### config.mk
export PLATFORM = sky130hd
export DESIGN_NAME = traffic_lamp_driver
export DESIGN_NICKNAME = d
export VERILOG_FILES = /design/src/rtl/traffic_pkg.sv /design/src/rtl/traffic_blink_gen.sv /design/src/rtl/traffic_lamp_driver.sv
export SDC_FILE = /design/constraint.sdc
export NUM_CORES = 1
export LEC_CHECK = 0
export BUFFER_PORTS_ARGS = -buffer_cell sky130_fd_sc_hd__clkbuf_2
export CAP_MARGIN = 30
export CORE_MARGIN = 10
export CORE_UTILIZATION = 40
export DETAILED_ROUTE_END_ITERATION = 10
export GPL_ROUTABILITY_DRIVEN = 1
export MAX_ROUTING_LAYER = met4
export SKIP_CTS_REPAIR_TIMING = 1
export SLEW_MARGIN = 30
export SYNTH_ARGS = -nofsm -noshare
export SYNTH_HDL_FRONTEND = slang
export SYNTH_SLANG_ARGS = --single-unit
### constraint.sdc
create_clock -name clk -period 2.7 [get_ports clk]
set_input_delay 0.405 -clock clk [delete_from_list [all_inputs] [get_ports clk]]
set_output_delay 0.405 -clock clk [all_outputs]
set_load 0.02 [all_outputs]
### src/rtl/traffic_pkg.sv
// Shared constants, types and the colour decoder for the traffic lamp driver.
package traffic_pkg;

  localparam logic [1:0] RED     = 2'b00;
  localparam logic [1:0] YELLOW  = 2'b01;
  localparam logic [1:0] GREEN   = 2'b10;
  localparam logic [1:0] INVALID = 2'b11;

  // Bit positions inside one approach's {r,y,g} lamp group.
  localparam int unsigned LAMP_R_BIT = 2;
  localparam int unsigned LAMP_Y_BIT = 1;
  localparam int unsigned LAMP_G_BIT = 0;

  localparam int unsigned LAMP_N_BASE = 9;
  localparam int unsigned LAMP_E_BASE = 6;
  localparam int unsigned LAMP_S_BASE = 3;
  localparam int unsigned LAMP_W_BASE = 0;

  localparam int unsigned PH_N_BASE = 6;
  localparam int unsigned PH_E_BASE = 4;
  localparam int unsigned PH_S_BASE = 2;
  localparam int unsigned PH_W_BASE = 0;

  localparam logic [11:0] LAMP_ALL_RED = 12'b100_100_100_100;

  localparam logic [2:0] FC_NONE       = 3'b000;
  localparam logic [2:0] FC_DUAL_GREEN = 3'b001;
  localparam logic [2:0] FC_INVALID    = 3'b010;
  localparam logic [2:0] FC_BOTH       = 3'b011;

  typedef enum logic [1:0] {
    StNormal,
    StFilter,
    StFault
  } state_e;

  // Invalid codes show red so a corrupted aspect never lights a permissive lamp.
  function automatic logic [2:0] lamp_decode(input logic [1:0] code);
    logic [2:0] lamp;
    lamp = '0;
    case (code)
      YELLOW:  lamp[LAMP_Y_BIT] = 1'b1;
      GREEN:   lamp[LAMP_G_BIT] = 1'b1;
      default: lamp[LAMP_R_BIT] = 1'b1;
    endcase
    return lamp;
  endfunction

endpackage

### src/rtl/traffic_blink_gen.sv
// Fail-safe blink prescaler: blink_on_o toggles every BLINK_DIV enabled cycles.
// Disabled or restarted, it parks at count 0 with the lamp phase on.
module traffic_blink_gen
  import traffic_pkg::*;
#(
  parameter int unsigned BLINK_DIV = 25000000
) (
  input  logic clk,
  input  logic rst_n,
  input  logic en_i,
  input  logic restart_i,
  output logic blink_on_o
);

  localparam int unsigned CntW = $clog2(BLINK_DIV);
  localparam logic [CntW-1:0] CntMax = CntW'(BLINK_DIV - 1);

  logic [CntW-1:0] cnt_q, cnt_d;
  logic            on_q, on_d;

  always_comb begin
    cnt_d = cnt_q;
    on_d  = on_q;
    if (restart_i || !en_i) begin
      cnt_d = '0;
      on_d  = 1'b1;
    end else if (cnt_q == CntMax) begin
      cnt_d = '0;
      on_d  = ~on_q;
    end else begin
      cnt_d = cnt_q + CntW'(1);
    end
  end

  always_ff @(posedge clk or negedge rst_n) begin
    if (!rst_n) begin
      cnt_q <= '0;
      on_q  <= 1'b1;
    end else begin
      cnt_q <= cnt_d;
      on_q  <= on_d;
    end
  end

  assign blink_on_o = on_q;

endmodule

### src/rtl/traffic_lamp_driver.sv
// Lamp driver with conflict monitor and latched fail-safe flashing red.
// Optional macro LAMP_TEST_EN adds lamp_test_i to force all lamps on outside FAULT.
module traffic_lamp_driver
  import traffic_pkg::*;
#(
  parameter int unsigned BLINK_DIV     = 25000000,
  parameter int unsigned CONFLICT_FILT = 4
) (
  input  logic        clk,
  input  logic        rst_n,
  input  logic [7:0]  phase_i,
  input  logic        fault_clr_i,
`ifdef LAMP_TEST_EN
  input  logic        lamp_test_i,
`endif
  output logic [11:0] lamp_o,
  output logic        fault_o,
  output logic [2:0]  fault_code_o
);

  localparam int unsigned FiltW = $clog2(CONFLICT_FILT + 1);
  localparam logic [FiltW-1:0] FiltMax = FiltW'(CONFLICT_FILT);

  state_e           state_q, state_d;
  logic [FiltW-1:0] filt_q, filt_d, filt_inc;
  logic [7:0]       phase_q;
  logic [11:0]      lamp_q, lamp_d;
  logic             fault_q, fault_d;
  logic [2:0]       fault_code_q, fault_code_d;
  logic [1:0]       code_n, code_e, code_s, code_w;
  logic [2:0]       green_cnt;
  logic             dual_green, invalid, conflict;
  logic             enter_fault, in_fault, blink_on;

  assign code_n = phase_q[PH_N_BASE +: 2];
  assign code_e = phase_q[PH_E_BASE +: 2];
  assign code_s = phase_q[PH_S_BASE +: 2];
  assign code_w = phase_q[PH_W_BASE +: 2];

  assign green_cnt = 3'(code_n == GREEN) + 3'(code_e == GREEN)
                   + 3'(code_s == GREEN) + 3'(code_w == GREEN);
  assign dual_green = (green_cnt >= 3'd2);
  assign invalid    = (code_n == INVALID) || (code_e == INVALID)
                   || (code_s == INVALID) || (code_w == INVALID);
  assign conflict   = dual_green | invalid;
  assign filt_inc   = filt_q + FiltW'(1);

  // State register
  always_ff @(posedge clk or negedge rst_n) begin
    if (!rst_n) begin
      state_q      <= StNormal;
      filt_q       <= '0;
      phase_q      <= '0;
      lamp_q       <= LAMP_ALL_RED;
      fault_q      <= 1'b0;
      fault_code_q <= FC_NONE;
    end else begin
      state_q      <= state_d;
      filt_q       <= filt_d;
      phase_q      <= phase_i;
      lamp_q       <= lamp_d;
      fault_q      <= fault_d;
      fault_code_q <= fault_code_d;
    end
  end

  // Next-state logic; a clear request only counts on a conflict-free cycle.
  always_comb begin
    state_d = state_q;
    filt_d  = filt_q;
    case (state_q)
      StNormal: begin
        if (conflict) begin
          if (CONFLICT_FILT == 1) begin
            state_d = StFault;
          end else begin
            state_d = StFilter;
            filt_d  = FiltW'(1);
          end
        end
      end
      StFilter: begin
        if (!conflict) begin
          state_d = StNormal;
          filt_d  = '0;
        end else if (filt_inc == FiltMax) begin
          state_d = StFault;
          filt_d  = '0;
        end else begin
          filt_d = filt_inc;
        end
      end
      StFault: begin
        if (fault_clr_i && !conflict) begin
          state_d = StNormal;
        end
      end
      default: begin
        state_d = StNormal;
        filt_d  = '0;
      end
    endcase
  end

  assign in_fault    = (state_q == StFault);
  assign enter_fault = (state_d == StFault) && !in_fault;

  traffic_blink_gen #(
    .BLINK_DIV(BLINK_DIV)
  ) u_blink (
    .clk       (clk),
    .rst_n     (rst_n),
    .en_i      (in_fault),
    .restart_i (enter_fault),
    .blink_on_o(blink_on)
  );

  // Output logic
  always_comb begin
    fault_d      = (state_d == StFault);
    fault_code_d = fault_code_q;
    if (enter_fault) begin
      case ({invalid, dual_green})
        2'b01:   fault_code_d = FC_DUAL_GREEN;
        2'b10:   fault_code_d = FC_INVALID;
        2'b11:   fault_code_d = FC_BOTH;
        default: fault_code_d = FC_NONE;
      endcase
    end else if (state_d != StFault) begin
      fault_code_d = FC_NONE;
    end

    lamp_d = LAMP_ALL_RED;
    if (in_fault) begin
      lamp_d = '0;
      lamp_d[LAMP_N_BASE + LAMP_R_BIT] = blink_on;
      lamp_d[LAMP_E_BASE + LAMP_R_BIT] = blink_on;
      lamp_d[LAMP_S_BASE + LAMP_R_BIT] = blink_on;
      lamp_d[LAMP_W_BASE + LAMP_R_BIT] = blink_on;
    end
`ifdef LAMP_TEST_EN
    else if (lamp_test_i) begin
      lamp_d = '1;
    end
`endif
    else begin
      lamp_d[LAMP_N_BASE +: 3] = lamp_decode(code_n);
      lamp_d[LAMP_E_BASE +: 3] = lamp_decode(code_e);
      lamp_d[LAMP_S_BASE +: 3] = lamp_decode(code_s);
      lamp_d[LAMP_W_BASE +: 3] = lamp_decode(code_w);
    end
  end

  assign lamp_o       = lamp_q;
  assign fault_o      = fault_q;
  assign fault_code_o = fault_code_q;

endmodule

### Word level (Yosys, flattened, before mapping)

Index checks and enable logic that the tools add are counted.

| cells by class | value |
|---|---|
| add/subtract/negate cells | 5 |
| order comparisons | 1 |
| equality and inequality tests | 22 |
| multiplexer cells | 29 |
| bitwise logic cells | 3 |
| reductions and logical operators | 16 |

Operators with widths:

| cell | number |
|---|---|
| $mux W25 | 2 |
| $add A25 B1 Y25 const B | 1 |
| $eq A25 B25 Y1 const B | 1 |
| $eq A2 B2 Y1 const B | 12 |
| $mux W3 | 5 |
| $mux W1 | 14 |
| $eq A2 B1 Y1 const B | 6 |
| $mux W12 | 1 |
| $pmux W2 S3 | 2 |
| $pmux W3 S3 | 1 |
| $mux W2 | 4 |
| $reduce_or A2 Y1 | 4 |
| $logic_or A1 B1 Y1 | 4 |
| $ne A2 B2 Y1 const B | 2 |
| $reduce_bool A2 Y1 | 2 |
| $add A2 B1 Y3 | 1 |
| $add A3 B1 Y3 | 1 |
| $add A3 B1 Y3 const B | 1 |
| $eq A3 B3 Y1 const B | 1 |
| $ge A3 B2 Y1 const B | 1 |
| $add A1 B1 Y2 | 1 |
| $logic_and A1 B1 Y1 | 2 |
| $logic_not A1 Y1 | 2 |
| $logic_not A2 Y1 | 1 |
| other kinds (3) | 4 |

| storage, ports and cells | value |
|---|---|
| bits in registers | 55 |
| output and inout bits | 16 |
| word-level logic and storage cells | 84 |

### Longest topological paths before layout

Gate-level depths: netlist of the first run.

| depth | value |
|---|---|
| depth in word-level cells | 14 |
| gate-level depth with buffers | 7 |
| depth with buffers taken out | 7 |

### Hierarchy

A second synthesis of the first run with hierarchy kept.

| second synthesis, totals | value |
|---|---|
| cell total of the unflattened synthesis | 235 |
| area total of the unflattened synthesis | 2,575.0 um^2 |

By module, submodules not included:

| module | instances | cells each | area each (um^2) | sequential area each (um^2) |
|---|---|---|---|---|
| traffic_blink_gen | 1 | 139 | 1,353.8 | 651.9 |
| traffic_lamp_driver | 1 | 96 | 1,221.2 | 705.7 |

### Worst setup path after synthesis of the first run

No wires, ideal clock.

| timing path | value |
|---|---|
| kind | reg2reg |
| from | register phase_q[6] |
| to | register filt_q[2] |
| arrival time | 1.752 ns |
| setup slack | 0.812 ns |
| stages on the path, launching flop included | 8 |
| path buffers | 0 |
| period minus slack after synthesis | 1.888 ns |
| cells stage by stage | dfrtp_1 inv_1 ha_1 fa_1 a21oi_1 a21oi_1 nand2b_1 o21ai_0 |

| on the way | value |
|---|---|
| longest elaborated chain between the ends | 8 |
| elaborated cells on any way between the ends | 14 |
| classes of those cells | add/sub (3); order compare (1); eq/ne (3); mux (2); bitwise (1); reduce/logical (4) |

Ends and longest elaborated chain:

| element | RTL line | source |
|---|---|---|
| start: declaration | traffic_lamp_driver.sv:26 | `logic [7:0] phase_q;` |
| start signal: assignment | traffic_lamp_driver.sv:60 | `phase_q <= phase_i;` |
| $eq A2 B2 Y1 | traffic_lamp_driver.sv:40 | `assign green_cnt = 3'(code_n == GREEN) + 3'(code_e == GREEN)` |
| $add A1 B1 Y2 | traffic_lamp_driver.sv:40 |  |
| $add A2 B1 Y3 | traffic_lamp_driver.sv:41 | `+ 3'(code_s == GREEN) + 3'(code_w == GREEN);` |
| $add A3 B1 Y3 | traffic_lamp_driver.sv:41 |  |
| $ge A3 B2 Y1 | traffic_lamp_driver.sv:42 | `assign dual_green = (green_cnt >= 3'd2);` |
| $or A1 B1 Y1 * | traffic_lamp_driver.sv:45 | `assign conflict = dual_green \| invalid;` |
| $mux W3 / $ne A2 B2 Y1 (equally long branches) | -- |  |
| $pmux W3 S3 / $reduce_and A2 Y1 (equally long branches) | -- |  |
| end signal: assignment | traffic_lamp_driver.sv:59 | `filt_q <= filt_d;` |
| end: declaration | traffic_lamp_driver.sv:25 | `logic [FiltW-1:0] filt_q, filt_d, filt_inc;` |

Every way passes the cells marked *; elsewhere a longest branch is shown, timed or not.
A chain may end at the register's enable or synchronous reset.

### Worst setup path after layout of the first run

Ends and elaborated chain as after synthesis.

==> results of run 1 <==
## cell type report
cell class	instances	area, um^2	area share
clock inverters	2	12.51	0.004413
clock buffers	6	82.58	0.02913
inverters	12	45.04	0.01589
multi-input cells	158	1091	0.3848
repair buffers	28	150.1	0.05296
well taps	77	96.34	0.03398
flip-flops and latches	54	1358	0.4788
## state kept, by name, summed over array words and instances (netlist names)
name / count
fault_code_o: 2
lamp_o: 12
phase_q: 8
fault_o: 1
u_blink.blink_on_o: 1
state_q: 2
filt_q: 3
u_blink.cnt_q: 25
## synthesized netlist by cell type (2+ instances only)
library cell	number	share of area
inv_1	12	0.018
nor4_1	2	0.0049
a21oi_1	13	0.025
or4_1	6	0.018
buf_4	3	0.0088
o21ai_0	9	0.018
buf_6	3	0.013
nand3_1	8	0.016
nor2_1	15	0.022
dfstp_2	5	0.051
xor2_1	11	0.037
a41o_1	2	0.0078
nand4_1	9	0.022
ha_1	15	0.073
and2_1	10	0.024
o31ai_1	7	0.020
or3_1	5	0.012
xnor2_1	2	0.0068
buf_2	3	0.0058
nand2_1	18	0.026
nand2b_1	3	0.0073
and4_1	5	0.017
dfrtp_1	49	0.48
and3_1	4	0.0097
clkbuf_1	2	0.0029
## kinds of logic after synthesis
logic type / after synthesis / synth area share
flops: 54 / 0.5277
simple gates: 93 / 0.2096
buf+inv: 23 / 0.04815
other cells: 1 / 0.001458
fa+ha+maj: 16 / 0.08074
compound gates: 35 / 0.08804
xor+xnor: 13 / 0.04426
## final timing paths
| kind | start | endpoint | slack [ps] |
|---|---|---|---|
| worst max register to register | phase_q[6] | filt_q[2] | 580 |
| max in group asynchronous | rst_n | lamp_o[8] | 1350 |
| worst min register to register | u_blink.cnt_q[0] | u_blink.cnt_q[0] | 480 |
| worst min-delay path | phase_i[3] | phase_q[3] | 190 |
| worst max-delay path | phase_q[6] | filt_q[2] | 580 |
| min in group asynchronous | rst_n | lamp_o[4] | 510 |
## through the flow
stage                     utilization  total power [mW]
after CTS                      0.4475             1.631
final                          0.4491             1.608
after global routing           0.4491             1.697
after global placement         0.4324             1.147
after detailed placement       0.4324             1.155
after floorplan                     -             1.071
## worst max-delay path: stages, from the launching register on
cell      delay (ps)
dfrtp_1          380
inv_1             50
ha_1             240
fa_1             550
a21oi_1           90
a21oi_1          450
nand2b_1         170
o21ai_0           70
## routing by layer
layer / vias up / track usage
met4: 0 / 0.04022
met5: - / -
met3: 4 / 0.01923
met1: 873 / 0.1306
li1: 858 / -
met2: 22 / 0.1657
## layout by cell type (no fill, tap or decap), types with 8 or more instances in the layout
| cell type | n |
|---|---|
| nand4_1 | 9 |
| clkbuf_2 | 25 |
| and2_1 | 10 |
| nor2_1 | 15 |
| a21oi_1 | 13 |
| nand3_1 | 8 |
| xor2_1 | 11 |
| inv_1 | 12 |
| nand2_1 | 18 |
| o21ai_0 | 9 |
| dfrtp_1 | 49 |
| ha_1 | 15 |
## report_power, final
part / switching [mW] / internal (mW) / leakage, nW
Sequential: 0.0437 / 0.869 / 0.702
Combinational: 0.137 / 0.0846 / 0.549
Clock: 0.267 / 0.207 / 0.0472
==> results.toml, run 1 <==
[clock_network]
clkTransAtPathRegs_ps = 100
root_buffer = "clkbuf_8"
cts_buffers = 5
clock_sinks = 54
htreeDepth = 2
cts_tree = "done"
clock_latency_ps = 310
clockBufferDepth = 2

[routing]
vias = 1757
drtPass1Iterations = 4
drc_errors = 0
via_per_inst = 5.214
dr_wl_met2_mm = 2.434
ant_nets = 0
dr_wl_met3_um = 107
met1_length_mm = 2.283
wl_mm = 4.871
wire_per_inst_um = 14.45
routed.top_layer = "met4"
drt_iter0_drc = 76

[die]
start_util = 0.4075
die_x_um = 100.2
die_h_um = 100.2
ios = 27
core_area_um2 = 6314
num_rows = 29
dieArea_um2 = 10040

[status]
status = "finished, final reports clean"

[place]
port_buffers = 25
dp_cells = 328
gp_congestion = 0.7647
dp_hpwl_mm = 3.463
post_dp_cell_area_um2 = 2730
pre_cts_ws_ps = 586.6

[layout]
finalNonFillerCells = 337
layout-drive-gt1-share = 0.1769
num_antenna_cells = 0
area_growth_pct = 10.21
final_nets = 286
nFillCells = 609
fin_area_um2 = 2835

[synth]
synth.distinct_cells = 39
syn-num-nets = 262
synth_edf_count = 0
async_flop_share = 1.000
yosys_warnings = 0
synth_seq_cells = 54
netlist_instances = 235
synth_area_um2 = 2572
yosysSeqAreaShare = 0.5277
avgSynthCellArea_um2 = 10.95
ys.flop_type = "dfrtp_1"

[global_route]
grt_start_max_net_pins = 43
track_usage = 0.1050
overflow = 0
grt_pass1_vias = 1763
antenna_found_initial = 0
grt_pass1_wl_mm = 8.535

[sta]
clock_skew_ps = 5.813
setup_viol = 0
fin_hold_ws_ps = 191.4
fin_crit_ps = 2118
worst-slew-pin-transition_ps = 566.3
rsz0062_at_grt = "no"
tns_ps = 0
period_share = 0.7843
fmax_mhz = 472.2
relSlewSlack = 0.6190
hold_violations = 0
finalMaxSlewViolations = 0
fin_ws_ps = 582.3

[setup_path]
ff2ff_path_depth = 7
crit_fanout = 8
cp.required_ps = 2890
arrival_ps = 2310
cp-end-kind = "register"
worstSetupStartpointType = "register"
worstSetupPathType = "reg -> reg"

[worst_hold_path]
hold_class = "in -> reg"
whs_path_depth = 1

[flow_run]
max_cap_violations = 0

[power]
p_per_area_nw_per_um2 = 567.0
p_leak_nw = 1.299
vdd_ir_drop_max_v = 0.0002026
Note: power is estimated with default switching activity, not from simulation.
==> run 2, diff against run 1 <==
- clock period: 2.7 -> 2 ns (I/O delays scaled with it)
==> results.toml, run 2 (synthesis gave the netlist of run 1 again) <==
[global_route]
antenna_found_initial = 0
overflow = 0
track_usage = 0.09770
grt_pass1_wl_mm = 7.941
grt_start_max_net_pins = 55
grt_pass1_vias = 1723

[power]
vdd_ir_drop_max_v = 0.0003313
clock_power_share = 0.271
swShare = 0.2745
p_per_area_nw_per_um2 = 737.7
sequentialPowerShare = 0.575
comb_power_share = 0.154
p_leak_nw = 1.341
power_switching_mw = 0.5889
internal_power_mw = 1.556

[clock_network]
clockBufferDepth = 2
cts_buffers = 5
root_buffer = "clkbuf_8"
htreeDepth = 2
clock_latency_ps = 300
clkTransAtPathRegs_ps = 90
cts_tree = "done"
clock_sinks = 54

[layout]
regMostFlops = "u_blink.cnt_q"
num_antenna_cells = 0
largest_register_ffs = 25
final_nets = 293
layout_common_cells = "dfrtp_1 (49), clkbuf_2 (25), nand2_1 (18)"
layout_commonest_cell = "dfrtp_1"
layout-drive-gt1-share = 0.2097
area_growth_pct = 13.04

[die]
ios = 27
core_area_um2 = 6314
die_x_um = 100.2
die_h_um = 100.2
num_rows = 29
dieArea_um2 = 10040
start_util = 0.4075

[setup_path]
ff2ff_path_depth = 6
startpoint = "phase_q[7]"
timing.rr.end = "filt_q[2]"
crit_fanout = 8
timing.rr.start = "phase_q[7]"
cp-end-kind = "register"
rrSetupSlack_ps = 90
worstSetupStartpointType = "register"
crit_end = "filt_q[2]"
worstSetupPathType = "reg -> reg"
cp.required_ps = 2180
arrival_ps = 2090

[sta]
fin_crit_ps = 1910
worst-slew-pin-transition_ps = 685.1
relSlewSlack = 0.5432
setup_viol = 0
fin_ws_ps = 90.17
rsz0062_at_grt = "yes"
fin_hold_ws_ps = 97.95
fmax_mhz = 523.6
clock_skew_ps = 10.39
finalMaxSlewViolations = 0
hold_violations = 0
period_share = 0.9549

[place]
gp_congestion = 0.7988
port_buffers = 25
dp_hpwl_mm = 3.250
pre_cts_ws_ps = -43.42

[routing]
drtPass1Iterations = 4
wire_per_inst_um = 13.51
drc_errors = 0
vias = 1747
drt_iter0_drc = 44
wl_mm = 4.647
ant_nets = 0
via_per_inst = 5.078

[status]
status = "finished, final reports clean"

[worst_hold_path]
hold_class = "in -> reg"
whs_path_depth = 1

[flow_run]
max_cap_violations = 0
run 2: layout make-up:
type	count	area (um^2)
Fill cell	612	3406
Sequential cell	54	1358
Multi-Input combinational cell	158	1114
Timing Repair Buffer	35	212.7
Tap cell	77	96.34
Clock buffer	6	72.57
Inverter	12	45.04
Clock inverter	2	10.01
run 2: metrics by stage:
stage | setup TNS, ps | instance area (um^2) | util | power [mW] | std cells
final | 0 | 2908 | 0.4606 | 2.145 | 344
after global routing | -177.5 | 2908 | 0.4606 | 2.267 | 344
after CTS | -67.97 | 2885 | 0.4570 | 2.172 | 344
after detailed placement | -43.42 | 2803 | 0.4439 | 1.580 | 336
after global placement | -11.98 | 2803 | 0.4439 | 1.579 | 336
after floorplan | 0 | 2572 | - | 1.446 | 235
run 2: critical path: stages, from the launching register on:
cell and delay (ps):
dfrtp_1 410, ha_1 230, fa_1 570, a21oi_2 70
a21oi_2 290, nand2b_1 150, o21ai_0 60
run 2: how the worst min path moves through the flow:
stage                     startpoint  slack (ps)               to
after floorplan                rst_n           4  fault_code_o[0]
after global placement    phase_i[3]         410       phase_q[3]
after detailed placement  phase_i[3]         410       phase_q[3]
after CTS                 phase_i[3]          90       phase_q[3]
after global routing      phase_i[3]          80       phase_q[3]
final                     phase_i[3]         100       phase_q[3]
run 2: power by group through the flow:
stage	Clock (mW)	Combinational, mW	Sequential [mW]
6_report	0.581	0.330	1.23
5_1_grt	0.651	0.370	1.25
4_1_cts	0.611	0.328	1.23
3_5_place_dp	0	0.326	1.25
3_3_place_gp	0	0.327	1.25
2_1_floorplan	0	0.175	1.27
run 2: layer usage:
| layer | global-route usage | up-vias | wire [um] |
|---|---|---|---|
| met1 | 0.1193 | 848 | 2253 |
| met5 | - | - | 0 |
| li1 | - | 877 | - |
| met4 | 0.03261 | 0 | 72 |
| met3 | 0.02129 | 6 | 114 |
| met2 | 0.1568 | 16 | 2206 |
==> run 3, diff against run 2 <==
- CAP_MARGIN: 30 -> 10
- CORE_UTILIZATION: 40 -> 27
- clock period: 2 -> 1.83 ns (I/O delays scaled with it)
==> results.toml, run 3 (synthesis gave the netlist of run 1 again) <==
[status]
status = "complete, but fails checks"
violations = "negative setup slack"

[power]
power_switching_mw = 0.6496
sequentialPowerShare = 0.529
p_per_area_nw_per_um2 = 821.6
internal_power_mw = 1.897
swShare = 0.2551
power.total_mw = 2.546
p_leak_nw = 1.385
comb_power_share = 0.151
vdd_ir_drop_max_v = 0.0003930
clock_power_share = 0.320

[die]
die_h_um = 117.6
num_rows = 35
start_util = 0.2784
dieArea_um2 = 13830
ios = 27
core_area_um2 = 9240
die_x_um = 117.6

[setup_path]
timing.rr.start = "phase_q[1]"
timing.rr.end = "state_q[1]"
ff2ff_path_depth = 5
rrSetupSlack_ps = -7
cp.required_ps = 2020
crit_fanout = 4
cp-end-kind = "register"
worstSetupPathType = "reg -> reg"
startpoint = "phase_q[1]"
worstSetupStartpointType = "register"
arrival_ps = 2030

[routing]
wire_per_inst_um = 12.21
drtPass1Iterations = 4
via_per_inst = 4.498
wl_mm = 4.908
drc_errors = 0
drt_iter0_drc = 63
vias = 1808
ant_nets = 0

[sta]
finalMaxSlewViolations = 0
fin_ws_ps = -6.694
fin_crit_ps = 1837
hold_violations = 0
setup_viol = 2
period_share = 1.004
rsz0062_at_grt = "yes"
fin_hold_ws_ps = 76.51
clock_skew_ps = 7.846
fmax_mhz = 544.5

[clock_network]
clock_sinks = 54
htreeDepth = 2
root_buffer = "clkbuf_8"
clockBufferDepth = 2
clkTransAtPathRegs_ps = 90
cts_tree = "done"
clock_latency_ps = 300
cts_buffers = 5

[layout]
area_growth_pct = 20.48
largest_register_ffs = 25
layout_common_cells = "dfrtp_1 (48), clkbuf_2 (25), nand2_1 (18)"
final_util = 0.3354
layout_commonest_cell = "dfrtp_1"
final_nets = 299
layout-drive-gt1-share = 0.2491
regMostFlops = "u_blink.cnt_q"
num_antenna_cells = 0

[global_route]
grt_start_max_net_pins = 55
grt_pass1_vias = 1777
track_usage = 0.07397
antenna_found_initial = 0
overflow = 0
grt_pass1_wl_mm = 8.542

[worst_hold_path]
whs_path_depth = 1
hold_start = "phase_i[3]"
min_to = "phase_q[3]"
hold_class = "in -> reg"

[flow_run]
max_cap_violations = 0

[place]
gp_congestion = 0.7677
port_buffers = 25
dp_hpwl_mm = 3.478
## run 3: cell count changes in the layout (fill, tap and decap cells not counted), sizes merged
| cell | previous run | this run |
|---|---|---|
| bufinv | 0 | 1 |
| buf | 10 | 15 |
| clkbuf | 31 | 32 |
| dlygate4sd3 | 0 | 1 |
| clkinv | 2 | 0 |
## run 3: critical path: stages, from the launching register on
cell and delay, ps:
dfrtp_1 430, ha_4 180, fa_1 520, a21oi_4 230
a31oi_2 150, a41o_1 230
## run 3: final cells by class
type | count | area, um^2
fillers | 965 | 6141
flip-flops and latches | 54 | 1359
multi-input cells | 158 | 1145
repair buffers | 41 | 272.8
well taps | 129 | 161.4
clock buffers | 7 | 86.33
inverters | 12 | 45.04
clock inverters | 1 | 30.03
## run 3: per-stage QoR
stage                     cell area (um^2)  instances  setup slack [ps]  TNS, ps
after floorplan                       2576        235             32.78        0
after global placement                2914        392            -14.74   -14.74
after detailed placement              2914        392            -94.82   -176.6
after CTS                             3030        400            -124.2   -294.7
after global routing                  3099        402            -94.26   -346.6
final                                 3099        402            -6.694   -8.050
## run 3: worst max path at each step
stage                      end  slack (ps)  cells past startpoint
finish              state_q[1]          -7                      5
global route         filt_q[2]         -90                      6
CTS                  filt_q[2]        -120                      6
detailed placement   filt_q[2]         -90                      6
global placement     filt_q[2]         -10                      7
floorplan              fault_o          30                      6
## run 3: routing by layer
metal	global-route usage	routed length, um	up-vias
met2	0.1161	2445	14
met3	0.01391	70	5
li1	-	-	886
met5	-	0	-
met1	0.09242	2324	903
met4	0.02782	66	0
## run 3: power groups by stage
stage / combinational [mW] / clock [mW] / sequential (mW)
after global placement: 0.367 / 0 / 1.37
after detailed placement: 0.375 / 0 / 1.37
final: 0.385 / 0.815 / 1.35
after global routing: 0.437 / 0.893 / 1.36
after CTS: 0.377 / 0.847 / 1.35
after floorplan: 0.194 / 0 / 1.39
